<file path="src/rtl/varredor_janela_10bit_if.sv">
// Configuration and pixel-stream bundle of the window scan sequencer.
// The sequencer takes the slave view; the host or consumer takes the master view.
interface varredor_janela_10bit_if;
  logic        cfg_valido;
  logic        cfg_pronto;
  logic [9:0]  x_ini;
  logic [9:0]  x_fim;
  logic [9:0]  y_ini;
  logic [9:0]  y_fim;
  logic        abortar;
  logic [9:0]  px_x;
  logic [9:0]  px_y;
  logic        px_valido;
  logic        px_pronto;
  logic        px_ultimo;
  logic        ocupado;
  logic        erro_cfg;
  logic        concluido;
  logic [18:0] contagem;

  modport slave (
    input  cfg_valido, x_ini, x_fim, y_ini, y_fim, abortar, px_pronto,
    output cfg_pronto, px_x, px_y, px_valido, px_ultimo,
           ocupado, erro_cfg, concluido, contagem
  );

  modport master (
    output cfg_valido, x_ini, x_fim, y_ini, y_fim, abortar, px_pronto,
    input  cfg_pronto, px_x, px_y, px_valido, px_ultimo,
           ocupado, erro_cfg, concluido, contagem
  );
endinterface

</file>
<file path="src/rtl/varredor_janela_10bit.sv">
// Region-of-interest scan sequencer: validates a half-open window against the
// frame size, then streams every coordinate inside it in raster order.
module varredor_janela_10bit #(
  parameter int LARGURA = 640,
  parameter int ALTURA  = 480
) (
  input  logic                   clk,
  input  logic                   reset,
  varredor_janela_10bit_if.slave bus
);
  localparam logic [9:0] LARGURA_LIM = 10'(LARGURA);
  localparam logic [9:0] ALTURA_LIM  = 10'(ALTURA);

  typedef enum logic [1:0] {
    OCIOSO   = 2'd0,
    VERIFICA = 2'd1,
    VARRE    = 2'd2,
    FIM      = 2'd3
  } estado_t;

  estado_t     estado_reg;
  logic [9:0]  x_ini_reg;
  logic [9:0]  x_fim_reg;
  logic [9:0]  y_ini_reg;
  logic [9:0]  y_fim_reg;
  logic [9:0]  x_reg;
  logic [9:0]  y_reg;
  logic        cfg_pronto_reg;
  logic        px_valido_reg;
  logic        px_ultimo_reg;
  logic        ocupado_reg;
  logic        erro_cfg_reg;
  logic        concluido_reg;
  logic [18:0] contagem_reg;

  logic [9:0]  x_ultimo;
  logic [9:0]  y_ultimo;
  logic        cfg_invalida;
  logic        fim_linha;
  logic        ultimo_px;
  logic        primeiro_e_ultimo;
  logic        beat;
  logic [9:0]  x_next;
  logic [9:0]  y_next;
  logic        ultimo_next;

  // x_fim/y_fim are never zero while these are used (validated first).
  always_comb begin
    x_ultimo          = x_fim_reg - 10'd1;
    y_ultimo          = y_fim_reg - 10'd1;
    cfg_invalida      = (x_ini_reg >= x_fim_reg) || (y_ini_reg >= y_fim_reg) ||
                        (x_fim_reg > LARGURA_LIM) || (y_fim_reg > ALTURA_LIM);
    fim_linha         = (x_reg == x_ultimo);
    ultimo_px         = fim_linha && (y_reg == y_ultimo);
    primeiro_e_ultimo = (x_ini_reg == x_ultimo) && (y_ini_reg == y_ultimo);
    beat              = px_valido_reg && bus.px_pronto;
    x_next            = fim_linha ? x_ini_reg : x_reg + 10'd1;
    y_next            = fim_linha ? y_reg + 10'd1 : y_reg;
    ultimo_next       = (x_next == x_ultimo) && (y_next == y_ultimo);
  end

  always_ff @(posedge clk) begin
    if (reset) begin
      estado_reg     <= OCIOSO;
      x_ini_reg      <= '0;
      x_fim_reg      <= '0;
      y_ini_reg      <= '0;
      y_fim_reg      <= '0;
      x_reg          <= '0;
      y_reg          <= '0;
      cfg_pronto_reg <= 1'b1;
      px_valido_reg  <= 1'b0;
      px_ultimo_reg  <= 1'b0;
      ocupado_reg    <= 1'b0;
      erro_cfg_reg   <= 1'b0;
      concluido_reg  <= 1'b0;
      contagem_reg   <= '0;
    end else begin
      erro_cfg_reg  <= 1'b0;
      concluido_reg <= 1'b0;
      case (estado_reg)
        OCIOSO: begin
          if (bus.cfg_valido && cfg_pronto_reg) begin
            x_ini_reg      <= bus.x_ini;
            x_fim_reg      <= bus.x_fim;
            y_ini_reg      <= bus.y_ini;
            y_fim_reg      <= bus.y_fim;
            contagem_reg   <= '0;
            cfg_pronto_reg <= 1'b0;
            ocupado_reg    <= 1'b1;
            estado_reg     <= VERIFICA;
          end
        end
        VERIFICA: begin
          if (cfg_invalida) begin
            erro_cfg_reg   <= 1'b1;
            cfg_pronto_reg <= 1'b1;
            ocupado_reg    <= 1'b0;
            estado_reg     <= OCIOSO;
          end else begin
            x_reg         <= x_ini_reg;
            y_reg         <= y_ini_reg;
            px_valido_reg <= 1'b1;
            px_ultimo_reg <= primeiro_e_ultimo;
            estado_reg    <= VARRE;
          end
        end
        VARRE: begin
          // Abort wins over a coinciding beat, which is then not counted.
          if (bus.abortar) begin
            px_valido_reg  <= 1'b0;
            px_ultimo_reg  <= 1'b0;
            cfg_pronto_reg <= 1'b1;
            ocupado_reg    <= 1'b0;
            estado_reg     <= OCIOSO;
          end else if (beat) begin
            contagem_reg <= contagem_reg + 19'd1;
            if (ultimo_px) begin
              px_valido_reg <= 1'b0;
              px_ultimo_reg <= 1'b0;
              concluido_reg <= 1'b1;
              estado_reg    <= FIM;
            end else begin
              x_reg         <= x_next;
              y_reg         <= y_next;
              px_ultimo_reg <= ultimo_next;
            end
          end
        end
        FIM: begin
          cfg_pronto_reg <= 1'b1;
          ocupado_reg    <= 1'b0;
          estado_reg     <= OCIOSO;
        end
        default: begin
          estado_reg <= OCIOSO;
        end
      endcase
    end
  end

  assign bus.cfg_pronto = cfg_pronto_reg;
  assign bus.px_x       = x_reg;
  assign bus.px_y       = y_reg;
  assign bus.px_valido  = px_valido_reg;
  assign bus.px_ultimo  = px_ultimo_reg;
  assign bus.ocupado    = ocupado_reg;
  assign bus.erro_cfg   = erro_cfg_reg;
  assign bus.concluido  = concluido_reg;
  assign bus.contagem   = contagem_reg;
endmodule

</file>
<file path="src/flat_wrapper.sv">
// flat-port wrapper written by rule: the top's interface ports become plain ports
module varredor_janela_10bit_flat 
#(
  parameter int LARGURA = 640,
  parameter int ALTURA  = 480
)
  (clk, reset, bus_cfg_valido, bus_x_ini, bus_x_fim, bus_y_ini, bus_y_fim, bus_abortar, bus_px_pronto, bus_cfg_pronto, bus_px_x, bus_px_y, bus_px_valido, bus_px_ultimo, bus_ocupado, bus_erro_cfg, bus_concluido, bus_contagem);
  varredor_janela_10bit_if bus_i ();
  input  logic clk;
  input  logic reset;
  input wire logic [$bits(bus_i.cfg_valido)-1:0] bus_cfg_valido;
  input wire logic [$bits(bus_i.x_ini)-1:0] bus_x_ini;
  input wire logic [$bits(bus_i.x_fim)-1:0] bus_x_fim;
  input wire logic [$bits(bus_i.y_ini)-1:0] bus_y_ini;
  input wire logic [$bits(bus_i.y_fim)-1:0] bus_y_fim;
  input wire logic [$bits(bus_i.abortar)-1:0] bus_abortar;
  input wire logic [$bits(bus_i.px_pronto)-1:0] bus_px_pronto;
  output wire logic [$bits(bus_i.cfg_pronto)-1:0] bus_cfg_pronto;
  output wire logic [$bits(bus_i.px_x)-1:0] bus_px_x;
  output wire logic [$bits(bus_i.px_y)-1:0] bus_px_y;
  output wire logic [$bits(bus_i.px_valido)-1:0] bus_px_valido;
  output wire logic [$bits(bus_i.px_ultimo)-1:0] bus_px_ultimo;
  output wire logic [$bits(bus_i.ocupado)-1:0] bus_ocupado;
  output wire logic [$bits(bus_i.erro_cfg)-1:0] bus_erro_cfg;
  output wire logic [$bits(bus_i.concluido)-1:0] bus_concluido;
  output wire logic [$bits(bus_i.contagem)-1:0] bus_contagem;
  assign bus_i.cfg_valido = bus_cfg_valido;
  assign bus_i.x_ini = bus_x_ini;
  assign bus_i.x_fim = bus_x_fim;
  assign bus_i.y_ini = bus_y_ini;
  assign bus_i.y_fim = bus_y_fim;
  assign bus_i.abortar = bus_abortar;
  assign bus_i.px_pronto = bus_px_pronto;
  assign bus_cfg_pronto = bus_i.cfg_pronto;
  assign bus_px_x = bus_i.px_x;
  assign bus_px_y = bus_i.px_y;
  assign bus_px_valido = bus_i.px_valido;
  assign bus_px_ultimo = bus_i.px_ultimo;
  assign bus_ocupado = bus_i.ocupado;
  assign bus_erro_cfg = bus_i.erro_cfg;
  assign bus_concluido = bus_i.concluido;
  assign bus_contagem = bus_i.contagem;
  varredor_janela_10bit #(.LARGURA(LARGURA), .ALTURA(ALTURA)) u_core (.clk(clk), .reset(reset), .bus(bus_i));
endmodule
</file>
<file path="config.mk">
export PLATFORM = sky130hd
export DESIGN_NAME = varredor_janela_10bit_flat
export DESIGN_NICKNAME = d
export VERILOG_FILES = /design/src/rtl/varredor_janela_10bit_if.sv /design/src/rtl/varredor_janela_10bit.sv /design/src/flat_wrapper.sv
export SDC_FILE = /design/constraint.sdc
export NUM_CORES = 1
export LEC_CHECK = 0
export BUFFER_PORTS_ARGS = -buffer_cell sky130_fd_sc_hd__buf_4
export CAP_MARGIN = 20
export CELL_PAD_IN_SITES_DETAIL_PLACEMENT = 0
export CELL_PAD_IN_SITES_GLOBAL_PLACEMENT = 1
export CORE_UTILIZATION = 25
export DETAILED_ROUTE_END_ITERATION = 8
export GPL_TIMING_DRIVEN = 1
export PLACE_DENSITY_LB_ADDON = 0.12
export SLEW_MARGIN = 20
export SYNTH_ARGS = -nofsm -noshare
export SYNTH_HDL_FRONTEND = slang
export SYNTH_SLANG_ARGS = --single-unit
</file>
<file path="constraint.sdc">
create_clock -name clk -period 4.96 [get_ports clk]
set_clock_uncertainty 0.1 [all_clocks]
set_input_delay 0.992 -clock clk [delete_from_list [all_inputs] [get_ports clk]]
set_output_delay 0.992 -clock clk [all_outputs]
set_load 0.02 [all_outputs]
</file>
==> impl_metrics.env <==
export IMPL_critPathArrivalTime_ns=4.28
export IMPL_clock_sinks=87
export IMPL_drive_above_1_share_pct=15.7
export IMPL_drt_initial_drc_count=362
export IMPL_power_density_mw_per_mm2=355
export IMPL_crit_fanout=21
export IMPL_grt_overflow=0
export IMPL_wl_um=20400
export IMPL_seqPwrFrac_pct=34.1
export IMPL_die_h_um=155
export IMPL_synth_ff_type="dfxtp_1"
export IMPL_reg2regPathDepth=12
export IMPL_grt_antenna_before_repair=0
export IMPL_maxCapViolations=0
export IMPL_synth_top_area_share_pct=29.9
export IMPL_ant_nets=0
export IMPL_numCtsBuffers=9
export IMPL_routabilityCongestion=0.826
export IMPL_required_ns=5.14
export IMPL_firstDrtPassIters=5
export IMPL_synthSimpleGateAreaFrac_pct=26.7
export IMPL_drc=0
export IMPL_switching_share_pct=39.5
export IMPL_synth_top_area_cell="dfxtp_1"
export IMPL_port_buffers=89
export IMPL_avgSynthCellArea_um2=7.62
export IMPL_maxSlewViolCount=0
export IMPL_largest_reg_flops=19
export IMPL_wl_per_cell_um=17.8
export IMPL_ctsLongestPathBuffers=2
export IMPL_final_hold_viol_count=0
export IMPL_synthCells=765
export IMPL_ir_worst_vdd_uv=190
export IMPL_rsz0062_at_grt="no"
export IMPL_via_per_inst=4.96
export IMPL_nNetsFinal=895
export IMPL_grt_max_degree=73
export IMPL_tritoncts="done"
export IMPL_post_route_min_period_ns=4.10
export IMPL_power_leakage_uw=0.00267
export IMPL_grt_usage_pct=17.1
export IMPL_ctsHoldBuffers=0
export IMPL_synth_cell_types=74
export IMPL_antennaDiodeCount=0
export IMPL_hold_class="flop to flop"
export IMPL_critPathLaunchType="flop"
export IMPL_post_cts_buffers=0
export IMPL_post_route_util_pct=30.9
export IMPL_synth_edf_count=0
export IMPL_finalCritPeriodShare_pct=82.7
export IMPL_p_int_uw=1510
export IMPL_synth_xor_area_share_pct=13.1
export IMPL_fill_cells=2522
export IMPL_clkPwrFrac_pct=28.8
export IMPL_yosys_area_share_adder_pct=5.36
export IMPL_p_comb_share_pct=37.1
export IMPL_initial_core_util_pct=25.6
export IMPL_h_tree_depth=3
export IMPL_cts_resized=0
export IMPL_tightest_slew_ns=1.01
export IMPL_syn_area_mm2=0.00583
export IMPL_setup_violations=0
export IMPL_grt_pass1_vias=5456
export IMPL_crit_path_end_kind="flop"
export IMPL_yosysWarnings=0
export IMPL_path_clk_slew_ns=0.07
export IMPL_synthMuxAreaShare_pct=1.05
export IMPL_io_pins=90
export IMPL_ys_ff_latch=87
export IMPL_hold_path_depth=2
export IMPL_die_area_mm2=0.0239
export IMPL_fmax_mhz=244
export IMPL_slew_headroom_pct=32.9
export IMPL_criticalPathCategory="flop to flop"
export IMPL_root_buffer="clkbuf_16"
export IMPL_synth_compound_area_share_pct=18.8
export IMPL_fin_setup_tns_ns=0
export IMPL_fp_dieW_um=155
export IMPL_core_area_mm2=0.0228
export IMPL_synth_seq_area_share_pct=29.9
export IMPL_vias=5669
export IMPL_synth_top_family_by_area="simple AND/OR/NAND/NOR gates"
export IMPL_grt_pass1_wl_um=31500
export IMPL_place_hpwl_um=15300
export IMPL_synth_area_leaders="dfxtp_1 (30%), nand2_1 (8.8%), a21oi_1 (6.9%), xnor2_1 (6.2%), xor2_1 (5.4%)"
export IMPL_rows=55
export IMPL_status="completed"
export IMPL_syn2layout_area_growth_pct=20.8
export IMPL_synthesis_nets=835
export IMPL_clock_latency_ns=0.36
export IMPL_async_reset_ff_share_pct=0
export IMPL_switchingPower_uw=988
==> layout by cell type, fill, tap and decap left out, types with 4 or more instances in the layout <==
| cell | n |
|---|---|
| or3_1 | 8 |
| o22ai_1 | 5 |
| nor4_1 | 13 |
| o211ai_1 | 4 |
| xnor2_1 | 41 |
| ha_1 | 25 |
| and3_1 | 16 |
| o21ai_0 | 27 |
| a211oi_1 | 8 |
| buf_4 | 94 |
| nor3_1 | 11 |
| or2_2 | 4 |
| nor2_1 | 54 |
| dfxtp_1 | 87 |
| xor2_1 | 36 |
| nand4_1 | 17 |
| a21o_1 | 9 |
| mux2i_1 | 5 |
| a21oi_1 | 80 |
| inv_1 | 28 |
| nand3_1 | 19 |
| and4_1 | 6 |
| clkbuf_16 | 9 |
| nand2_1 | 136 |
| xnor3_1 | 4 |
| nand3b_1 | 4 |
| o31ai_1 | 5 |
| a31oi_1 | 5 |
==> cells in the mapped netlist, drive strengths merged, types with 4 or more instances <==
master    n
ha       25
xor2     36
and2      4
mux2i     5
nand4    17
o22ai     5
o21ai    27
and4      6
nor4     13
nor2     55
and3     16
inv      28
buf       6
a21oi    80
o31ai     6
nand3    19
a21o      9
a31oi     5
or3       8
a211oi    8
xnor3     4
nor3     14
clkbuf   39
or2       5
o211ai    4
xnor2    41
dfxtp    87
or4       4
nand2   137
nand3b    4
==> power groups by stage <==
stage	combinational [uW]	sequential, uW	clock, uW
after floorplan	660	837	0
after global placement	926	868	0
after detailed placement	922	869	0
after CTS	929	853	742
after global routing	1020	864	768
final	927	853	719
==> worst max-delay path: stages, from the launching register on <==
cell and delay (ns):
dfxtp_1 0.51, inv_1 0.08, ha_1 0.24, xnor2_1 0.57, xor2_1 0.23, and4_1 0.23
nand4_1 0.29, nor3_4 0.24, buf_4 0.27, and3_1 0.34, o21ba_2 0.51, o21ai_0 0.20
a21oi_1 0.16
==> layout make-up <==
type	count	area [um2]	share of cell area (%)
clock buffer	9	225	3.20
clock inverter	7	78.8	1.12
inverter	28	105	1.49
multi-input combinational	605	3800	53.9
sequential	87	1740	24.7
tap	313	392	5.56
timing repair buffer	94	706	10.0
==> final timing paths <==
check / start / endpoint / slack, ns
max: u_core.x_fim_reg[0] / u_core.bus.px_y[8] / 0.86
min: u_core.bus.ocupado / u_core.bus.ocupado / 0.35
max reg2reg: u_core.x_fim_reg[0] / u_core.bus.px_y[8] / 0.86
min reg2reg: u_core.bus.ocupado / u_core.bus.ocupado / 0.35
==> per-layer routing <==
layer | up-vias | wire length, um | global-route usage [%]
li1 | 2825 | - | -
met1 | 2684 | 9490 | 22.2
met2 | 141 | 9700 | 28.9
met3 | 19 | 885 | 3.03
met4 | 0 | 303 | 4.90
met5 | - | 0 | 0
==> logic make-up after synthesis <==
| group | count (synthesis) |
|---|---|
| flip-flops | 87 |
| multiplexers | 6 |
| buffers and inverters | 73 |
| XOR/XNOR | 81 |
| AND/OR/NAND/NOR | 317 |
| adder cells (fa/ha/maj) | 25 |
| AO/OA/AOI/OAI | 176 |
==> per-stage QoR <==
step	cells	setup slack, ns	total power, uW	area (um2)	hold WS [ns]
detailed placement	1127	0.908	1790	6740	0.350
CTS	1143	0.873	2520	7050	0.361
floorplan	765	1.89	1500	5830	0.336
global route	1143	0.622	2650	7050	0.404
finish	1143	0.856	2500	7050	0.354
global placement	1127	0.970	1790	6740	0.355
(Power assumes the default switching activity.)
